===== config.mk =====
export PLATFORM = sky130hd
export DESIGN_NAME = acia_poller_flat
export DESIGN_NICKNAME = d
export VERILOG_FILES = /design/src/rtl/acia_poller_if.sv /design/src/rtl/acia_poller.sv /design/src/flat_wrapper.sv
export SDC_FILE = /design/constraint.sdc
export NUM_CORES = 1
export LEC_CHECK = 0
export BUFFER_PORTS_ARGS = -buffer_cell sky130_fd_sc_hd__buf_2
export CORE_UTILIZATION = 55
export DETAILED_ROUTE_END_ITERATION = 8
export HOLD_SLACK_MARGIN = 0.15
export PLACE_DENSITY = 0.83
export REMOVE_ABC_BUFFERS = 1
export SETUP_SLACK_MARGIN = 0.1
export SLEW_MARGIN = 20
export SYNTH_ARGS = -nofsm -noshare
export SYNTH_HDL_FRONTEND = slang
export SYNTH_SLANG_ARGS = --single-unit

===== constraint.sdc =====
create_clock -name clk -period 2.25 [get_ports clk]
set_input_delay 0.3375 -clock clk [delete_from_list [all_inputs] [get_ports clk]]
set_output_delay 0.3375 -clock clk [all_outputs]
set_load 0.05 [all_outputs]

===== src/rtl/acia_poller_if.sv =====
// Register-level bus between the poller and an ACIA: one address bit, read/write
// strobes, write data out and read data back one cycle after the read strobe.
interface acia_poller_if;
    logic       addr;
    logic       rd;
    logic       we;
    logic [7:0] bus_dout;
    logic [7:0] bus_din;

    modport master (
        output addr,
        output rd,
        output we,
        output bus_dout,
        input  bus_din
    );

    modport slave (
        input  addr,
        input  rd,
        input  we,
        input  bus_dout,
        output bus_din
    );
endinterface


===== src/rtl/acia_poller.sv =====
// Polls an ACIA status register, drains received bytes into a small FIFO and
// writes one client byte per poll whenever the transmitter reports empty.
module acia_poller #(
    parameter int POLL_DIV = 16,
    parameter int RX_DEPTH = 4
) (
    input  logic          clk,
    input  logic          resetn,
    acia_poller_if.master bus,
    input  logic [7:0]    tx_data,
    input  logic          tx_valid,
    output logic          tx_ready,
    output logic [7:0]    rx_data,
    output logic          rx_valid,
    input  logic          rx_ready,
    output logic          overrun
);

    localparam int AW = $clog2(RX_DEPTH);
    localparam int CW = (POLL_DIV > 1) ? $clog2(POLL_DIV) : 1;
    localparam logic [CW-1:0] POLL_LAST = CW'(POLL_DIV - 1);
    localparam logic [CW-1:0] CNT_ONE   = CW'(1);
    localparam logic [AW:0]   PTR_ONE   = (AW + 1)'(1);

    typedef enum logic [2:0] {
        IDLE,
        STAT_RD,
        STAT_WAIT,
        DATA_RD,
        DATA_WAIT,
        DATA_WR
    } state_t;

    state_t        state, state_nxt;
    logic [CW-1:0] poll_cnt, poll_cnt_nxt;
    logic          hold_full;
    logic [7:0]    hold_data;
    logic [AW:0]   wptr, rptr;
    logic [7:0]    mem [RX_DEPTH];
    logic          fifo_full, fifo_empty;
    logic          push, pop, drop, wr_done, tx_take;

    always_ff @(posedge clk or negedge resetn) begin
        if (!resetn) begin
            state    <= IDLE;
            poll_cnt <= '0;
        end else begin
            state    <= state_nxt;
            poll_cnt <= poll_cnt_nxt;
        end
    end

    always_comb begin
        state_nxt    = state;
        poll_cnt_nxt = poll_cnt;
        push         = 1'b0;
        drop         = 1'b0;
        wr_done      = 1'b0;
        case (state)
            IDLE: begin
                if (poll_cnt == POLL_LAST) begin
                    state_nxt    = STAT_RD;
                    poll_cnt_nxt = '0;
                end else begin
                    poll_cnt_nxt = poll_cnt + CNT_ONE;
                end
            end
            STAT_RD:   state_nxt = STAT_WAIT;
            // Receive side wins so the ACIA receive register is emptied before it overruns.
            STAT_WAIT: begin
                if (bus.bus_din[0])
                    state_nxt = DATA_RD;
                else if (bus.bus_din[1] && hold_full)
                    state_nxt = DATA_WR;
                else
                    state_nxt = IDLE;
            end
            DATA_RD:   state_nxt = DATA_WAIT;
            DATA_WAIT: begin
                push      = !fifo_full;
                drop      = fifo_full;
                state_nxt = STAT_RD;
            end
            DATA_WR: begin
                wr_done   = 1'b1;
                state_nxt = STAT_RD;
            end
            default:   state_nxt = IDLE;
        endcase
    end

    assign bus.rd       = (state == STAT_RD) || (state == DATA_RD);
    assign bus.we       = (state == DATA_WR);
    assign bus.addr     = (state == DATA_RD) || (state == DATA_WR);
    assign bus.bus_dout = (state == DATA_WR) ? hold_data : 8'h00;

    assign tx_ready = !hold_full;
    assign tx_take  = tx_valid && !hold_full;

    always_ff @(posedge clk or negedge resetn) begin
        if (!resetn) begin
            hold_full <= 1'b0;
            hold_data <= 8'h00;
        end else if (tx_take) begin
            hold_full <= 1'b1;
            hold_data <= tx_data;
        end else if (wr_done) begin
            hold_full <= 1'b0;
        end
    end

    assign fifo_empty = (wptr == rptr);
    assign fifo_full  = (wptr[AW-1:0] == rptr[AW-1:0]) && (wptr[AW] != rptr[AW]);
    assign rx_valid   = !fifo_empty;
    assign rx_data    = mem[rptr[AW-1:0]];
    assign pop        = !fifo_empty && rx_ready;

    always_ff @(posedge clk) begin
        if (push)
            mem[wptr[AW-1:0]] <= bus.bus_din;
    end

    always_ff @(posedge clk or negedge resetn) begin
        if (!resetn) begin
            wptr    <= '0;
            rptr    <= '0;
            overrun <= 1'b0;
        end else begin
            if (push)
                wptr <= wptr + PTR_ONE;
            if (pop)
                rptr <= rptr + PTR_ONE;
            if (drop)
                overrun <= 1'b1;
        end
    end

endmodule


===== src/flat_wrapper.sv =====
// flat-port wrapper written by rule: the top's interface ports become plain ports
module acia_poller_flat 
#(
    parameter int POLL_DIV = 16,
    parameter int RX_DEPTH = 4
)
  (clk, resetn, tx_data, tx_valid, tx_ready, rx_data, rx_valid, rx_ready, overrun, bus_addr, bus_rd, bus_we, bus_bus_dout, bus_bus_din);
  acia_poller_if bus_i ();
  input  logic clk;
  input  logic resetn;
  input  logic [7:0] tx_data;
  input  logic tx_valid;
  output logic tx_ready;
  output logic [7:0] rx_data;
  output logic rx_valid;
  input  logic rx_ready;
  output logic overrun;
  output wire logic [$bits(bus_i.addr)-1:0] bus_addr;
  output wire logic [$bits(bus_i.rd)-1:0] bus_rd;
  output wire logic [$bits(bus_i.we)-1:0] bus_we;
  output wire logic [$bits(bus_i.bus_dout)-1:0] bus_bus_dout;
  input wire logic [$bits(bus_i.bus_din)-1:0] bus_bus_din;
  assign bus_addr = bus_i.addr;
  assign bus_rd = bus_i.rd;
  assign bus_we = bus_i.we;
  assign bus_bus_dout = bus_i.bus_dout;
  assign bus_i.bus_din = bus_bus_din;
  acia_poller #(.POLL_DIV(POLL_DIV), .RX_DEPTH(RX_DEPTH)) u_core (.clk(clk), .resetn(resetn), .bus(bus_i), .tx_data(tx_data), .tx_valid(tx_valid), .tx_ready(tx_ready), .rx_data(rx_data), .rx_valid(rx_valid), .rx_ready(rx_ready), .overrun(overrun));
endmodule

==> results.md, run 1 <==
* Metal3 WL at 218 µm
* Reg area at 1536 µm²
* Actual slew at the worst max-slew pin at 0.7038 ns
* Largest cells by area after synthesis: edfxtp_1 (41%), dfrtp_1 (24%), mux4_2 (5.7%), mux2_2 (4.7%), and2_1 (3.2%)
* Min-delay worst type: primary input to flip-flop
* Hpwl dp at 3042 µm
* Reg2Reg Setup Slack at 0.39 ns
* CTS clk-pin slew, worst paths at 0.10 ns
* Status: completed
* Worst Hold Path EP: u_core.mem[1][7]
* Internal power at 2.171 mW
* Area leader, netlist: edfxtp_1
* Library cells used by synthesis at 36
* Comb power frac at 45.3%
* Placed insts at 231
* Core footprint at 4058 µm²
* Max cap viols at 0
* WL met2 at 2147 µm
* Post-synth EDFFs at 32
* Final wirelength at 4115 µm
* Vias in the first global route at 1432
* Post-Syn Area at 2372 µm²
* First-pass GRT wire length at 6596 µm
* Critical path required time at 1.91 ns
* Final Wtd Congestion at 0.7047
* Drt first pass iters at 5
* Maximum clock rate at 485.3 MHz
* Cts bufs inserted at 5
* Setup violations, final at 0
* Core Util, Final at 67.50%
* Switch share at 42.65%
* Final Max Tran Viols at 0
* I/O Buffers at 41
* Grt ovf at 0
* Power Density at 1382 nW/µm²
* Fin nets at 215
* Reg2Reg Depth at 3
* Routed Antenna Nets at 0
* Horiz. Die Dim at 67.68 µm
* Non-Filler Instances at 240
* Max VDD drop at 687.7 µV
* Asr flop ratio synth at 41.82%
* Total power at 3.786 mW
* Min Tclk post-route at 2.061 ns
* Largest net degree at the start of global routing at 24
* Layout fillers at 270
* Avg Cell Area, Syn at 16.82 µm²
* Post-synthesis cell count at 141
* Initial antenna violation count at 0
* Critical path data arrival time at 1.72 ns
* Clock Power Share at 13.9%
* Area grow syn2layout at 15.45%
* Htree depth at 2
* Reg2reg start: u_core.wptr[0]
* Vias/cell at 5.575
* CTS root buffer: clkbuf_8
* Flops & latches, synth at 55
* Antenna cells at 0
* Footprint of the multi-input gates at 798.3 µm²
* Die Height at 67.68 µm
* Hold Vio Cnt, Final at 0
* Floorplan row count at 23
* Worst setup startpoint: u_core.rptr[0]
* Final period util at 91.58%
* Critical path class: flip-flop to output pin
* DRT met1 WL at 1676 µm
* Routed via count at 1338
* Initial DRC count at 103
* Clk buf depth at 2
* Top cell type's share of synthesized area at 40.51%
* Post-CTS setup buffer count at 0
* Hold path start: bus_bus_din[7]
* Crit path max fanout at 10
* Startpoint types: flip-flop
* Sequential share of power at 40.8%
* IO Pins at 42
* Initial Util at 58.46%
* Clock Sinks at 55
* Worst-Skew Late Latency at 0.31 ns
* Worst setup EP type: output pin
* DR DRC count at 0
* YS warnings at 0
* Setup_tns at 0 ns
* Clock skew at 0.01215 ns
* Relative slew slack at 52.98%
* CTS tree: done
* Max Used Layer: met4
* Share of cells above drive strength 1 at 38.95%
* WHS at 0.2481 ns
* GRT Util Overall at 20.53%
* RSZ-0062 raised after global routing: false
* Hold Path Cell Cnt at 1
* Post-synth top flop: edfxtp_1
* Wire length per cell after detailed routing at 17.15 µm
* Worst R2R End: u_core.mem[1][3]
* Die footprint at 4580 µm²
* Sequential cell area fraction in the yosys report at 64.77%
* Leak pwr at 1.136 nW
* Switching power at 1.615 mW
## worst max-delay path by stage
stage | to | slack (ns) | cells after the start
after detailed placement | u_core.mem[2][1] | 0.40 | 3
after CTS | rx_data[1] | 0.13 | 3
after global placement | rx_data[1] | 0.50 | 3
final | rx_data[1] | 0.19 | 3
after global routing | rx_data[1] | 0.14 | 3
after floorplan | bus_bus_dout[0] | -0.07 | 3
## power by group through the flow
| stage | Clock [mW] | Sequential [mW] | Combinational, mW |
|---|---|---|---|
| finish | 0.526 | 1.54 | 1.72 |
| global route | 0.572 | 1.58 | 1.84 |
| CTS | 0.539 | 1.54 | 1.72 |
| detailed placement | 0 | 1.56 | 1.71 |
| global placement | 0 | 1.53 | 1.61 |
| floorplan | 0 | 1.58 | 1.26 |
## Yosys cell counts (2+ instances only)
cell	instances
edfxtp_1	32
dfrtp_1	23
and2_1	12
mux2_2	10
ha_1	6
mux4_2	6
xnor2_1	6
inv_1	5
nand2_1	5
nor2_1	4
a21oi_1	2
buf_6	2
mux4_1	2
nand3_1	2
nor2b_1	2
xor2_1	2
## sequential cells by signal, indices dropped and copies added, names as in the netlist
register / cells
u_core.poll_cnt: 4
u_core.state: 3
u_core.hold_data: 8
u_core.mem: 32
u_core.hold_full: 1
u_core.wptr: 3
u_core.rptr: 3
u_core.overrun: 1
## routing by layer
| layer | GRT usage, % | up-vias |
|---|---|---|
| met1 | 24.40 | 659 |
| met2 | 35.15 | 55 |
| met3 | 5.743 | 8 |
| met4 | 7.713 | 0 |
| met5 | 0 | - |
| li1 | - | 616 |
## metrics by stage
step / instance area [µm²] / setup slack [ns]
finish: 2739 / 0.1894
global route: 2739 / 0.1359
CTS: 2730 / 0.1273
detailed placement: 2629 / 0.3951
global placement: 2629 / 0.5001
floorplan: 2346 / -0.06755
## cell usage in the layout, fill, tap and decap left out, drive strengths merged, types with 2 or more instances in the layout
cell type / count
mux4: 8
edfxtp: 32
and2: 12
nand3: 2
nor2: 4
a21oi: 2
dfrtp: 23
buf: 43
xnor2: 6
nand2: 5
o311ai: 2
clkinv: 2
ha: 6
nor2b: 2
mux2: 11
clkbuf: 5
xor2: 4
inv: 5
## what timing repair did
action	4_1_cts	5_1_grt
gates cloned	0	0
hold buffers	1	0
resized for setup	1	2
endpoints found under the hold margin	23	0
setup endpoints to repair	8	5
## final cells by class
cell class              count  share of cell area, %
clock buffers               5                  2.513
clock inverters             3                 0.7309
inverters                   5                 0.6852
multi-input cells          78                  29.15
flip-flops and latches     55                  56.10
well taps                  50                  2.284
repair buffers             44                  8.543
## kinds of logic (layout without fill, tap and decap cells)
kind of cell / after synthesis / count (layout) / share of synthesized area (%)
DFF: 55 / 55 / 64.77
and+or+nand+nor: 30 / 30 / 7.226
muxes: 20 / 20 / 13.71
AOI/OAI and AO/OA: 12 / 12 / 4.431
xor gates and xnor gates: 10 / 10 / 4.800
buffers and inverters: 8 / 57 / 1.899
adders and majority gates: 6 / 6 / 3.164
## worst max-delay path: stages (launching register included)
cell and delay [ns]:
dfrtp_1 0.41, buf_6 0.20, mux4_1 0.57, buf_2 0.23
Note: power is estimated with default switching activity, not from simulation.
==> run 2, diff against run 1 <==
--- a/config.mk
+++ b/config.mk
@@ -9,7 +9,7 @@
 export CORE_UTILIZATION = 55
 export DETAILED_ROUTE_END_ITERATION = 8
 export HOLD_SLACK_MARGIN = 0.15
-export PLACE_DENSITY = 0.83
+export PLACE_DENSITY = 0.87
 export REMOVE_ABC_BUFFERS = 1
 export SETUP_SLACK_MARGIN = 0.1
 export SLEW_MARGIN = 20
==> constraint.sdc (replaced) <==
create_clock -name clk -period 2.25 [get_ports clk]
set_input_delay 0.225 -clock clk [delete_from_list [all_inputs] [get_ports clk]]
set_output_delay 0.225 -clock clk [all_outputs]
set_load 0.05 [all_outputs]
==> run 2 against run 1 <==
Compared with the run above:
- cell area increased by 4.8%
- register-to-register slack about the same
- power is 0.43% higher
- die area stayed put
- flip-flop and latch count is the same
- combinational power about the same
- largest cell class unchanged
==> results.md, run 2 (synthesis results as in run 1) <==
* Comb power frac at 45.4% (about the same)
* Critical path class: flip-flop to output pin
* I/O Buffers at 41 (unchanged)
* Max VDD drop at 696.1 µV (+1.2%)
* Clk buf depth at 2 (unchanged)
* CTS root buffer: clkbuf_8
* Vias in the first global route at 1475 (+3.0%)
* Crit path buffers/inverters at 2 (unchanged)
* Max cap viols at 0 (unchanged)
* Drt first pass iters at 4 (-1)
* Core Util, Final at 70.74% (+3.2 points)
* Non-Filler Instances at 254 (+5.8%)
* Most frequent cells in the layout: buf_2 (41), edfxtp_1 (32), dfrtp_1 (23)
* Crit path max-delay family: multiplexers
* Htree depth at 2 (unchanged)
* Maximum clock rate at 499.9 MHz (+3.0%)
* CP max-delay cell: mux4_1
* Fin nets at 229 (+6.5%)
* CTS clk-pin slew, worst paths at 0.10 ns (about the same)
* Horiz. Die Dim at 67.68 µm (unchanged)
* Power Density at 1325 nW/µm² (-4.2%)
* Clock Power Share at 14.2% (+0.3 points)
* Leak pwr at 1.191 nW (+4.9%)
* Placed insts at 231 (unchanged)
* Max FFs per register at 32 (unchanged)
* Post-CTS setup buffer count at 0 (unchanged)
* Critical-path cell list: buf_4 -> mux4_1 -> buf_2
* Die footprint at 4580 µm² (unchanged)
* Footprint of the multi-input gates at 793.3 µm² (-0.63%)
* Setup_tns at 0 ns (unchanged)
* Total power at 3.802 mW (+0.43%)
* Largest net degree at the start of global routing at 24 (unchanged)
* First-pass GRT wire length at 7044 µm (+6.8%)
* Final period util at 88.90% (-2.7 points)
* Final Max Tran Viols at 0 (unchanged)
* CP peak stage delay at 0.57 ns (about the same)
* Routed via count at 1369 (+2.3%)
* Status: completed
* Share of cells above drive strength 1 at 36.76% (-2.2 points)
* Cts bufs inserted at 5 (unchanged)
* Startpoint types: flip-flop
* Grt ovf at 0 (unchanged)
* Worst-Skew Late Latency at 0.31 ns (about the same)
* Die Height at 67.68 µm (unchanged)
* Initial Util at 58.46% (unchanged)
* Initial DRC count at 80 (-22%)
* Floorplan row count at 23 (unchanged)
* Switching power at 1.628 mW (+0.81%)
* Hpwl dp at 3016 µm (-0.86%)
* Critical path data arrival time at 1.78 ns (+0.06 ns)
* Setup violations, final at 0 (unchanged)
* Min-delay worst type: primary input to flip-flop
* Relative slew slack at 51.63% (-1.4 points)
* Final Wtd Congestion at 0.7907 (+12%)
* Min Tclk post-route at 2.000 ns (-0.06039 ns)
* Actual slew at the worst max-slew pin at 0.7200 ns (+0.01622 ns)
* Wire length per cell after detailed routing at 17.59 µm (+2.6%)
* DR DRC count at 0 (unchanged)
* Layout fillers at 256 (-5.2%)
* Clock skew at 0.007996 ns (-0.004150 ns)
* Initial antenna violation count at 0 (unchanged)
* Sequential share of power at 40.4% (-0.4 points)
* Clock Sinks at 55 (unchanged)
* Routed Antenna Nets at 0 (unchanged)
* CTS tree: done
* Vias/cell at 5.390 (-3.3%)
* Worst setup EP type: output pin
* Hold Vio Cnt, Final at 0 (unchanged)
* Internal power at 2.174 mW (+0.14%)
* Most common cell after layout, fill and taps aside: buf_2
* Critical path required time at 2.03 ns (+0.12 ns)
* GRT Util Overall at 22.11% (+1.6 points)
* Switch share at 42.81% (+0.16 points)
* Reg area at 1536 µm² (unchanged)
* Final wirelength at 4467 µm (+8.6%)
* IO Pins at 42 (unchanged)
* Crit path max fanout at 10 (unchanged)
* RSZ-0062 raised after global routing: false
* Area grow syn2layout at 20.99%
* Core footprint at 4058 µm² (unchanged)
* Antenna cells at 0 (unchanged)
[run 2: cell count changes in the layout (fill, tap and decap cells not counted)]
cell / before / now
nor2_2: 0 / 1
clkinv_4: 1 / 0
buf_6: 1 / 0
clkinv_2: 0 / 1
clkinvlp_4: 1 / 2
buf_4: 1 / 2
dlygate4sd3_1: 1 / 15
nor2_4: 1 / 0
clkinv_1: 1 / 0
[run 2: power by group through the flow]
| stage | sequential [mW] | clock (mW) | combinational, mW |
|---|---|---|---|
| after floorplan | 1.58 | 0 | 1.26 |
| after global placement | 1.52 | 0 | 1.62 |
| after detailed placement | 1.56 | 0 | 1.70 |
| after CTS | 1.54 | 0.548 | 1.73 |
| after global routing | 1.57 | 0.579 | 1.86 |
| final | 1.54 | 0.540 | 1.72 |
[run 2: layout make-up]
class | count | area share, %
Clock inverter | 3 | 0.6975
Sequential cell | 55 | 53.53
Multi-Input combinational cell | 78 | 27.64
Inverter | 5 | 0.6539
Tap cell | 50 | 2.180
Clock buffer | 5 | 2.398
Timing Repair Buffer | 58 | 12.90
[run 2: path summary, 6_finish.rpt]
check | from | to | slack, ns | depth (start not counted)
worst max-delay path | u_core.rptr[0] | rx_data[2] | 0.25 | 3
worst min-delay path | bus_bus_din[1] | u_core.mem[1][1] | 0.16 | 1
worst max register to register | u_core.state[2] | u_core.mem[2][2] | 0.38 | 3
worst min register to register | u_core.overrun | u_core.overrun | 0.47 | 1
max in group asynchronous | resetn | u_core.rptr[1] | 1.49 | 2
min in group asynchronous | resetn | u_core.poll_cnt[2] | 0.41 | 2
[run 2: repair_timing]
| action | 4_1_cts | 5_1_grt |
|---|---|---|
| resized for setup | 0 | 1 |
| hold buffers | 15 | 0 |
| endpoints found under the hold margin | 55 | 0 |
| setup endpoints to repair | 0 | 8 |
[run 2: stage by stage]
stage / area (µm²) / worst slack [ns] / hold WS [ns]
floorplan: 2346 / 0.04495 / -0.07059
global placement: 2629 / 0.4826 / 0.2042
detailed placement: 2629 / 0.3715 / 0.2199
CTS: 2868 / 0.1603 / 0.1601
global route: 2870 / 0.1570 / 0.1726
finish: 2870 / 0.2497 / 0.1624
[run 2: metal layers]
| metal | up-vias | global-route usage, % | wire length [µm] |
|---|---|---|---|
| li1 | 641 | - | - |
| met1 | 669 | 24.18 | 1716 |
| met5 | - | 0 | 0 |
| met3 | 7 | 6.250 | 228 |
| met2 | 52 | 40.10 | 2456 |
| met4 | 0 | 8.245 | 65 |
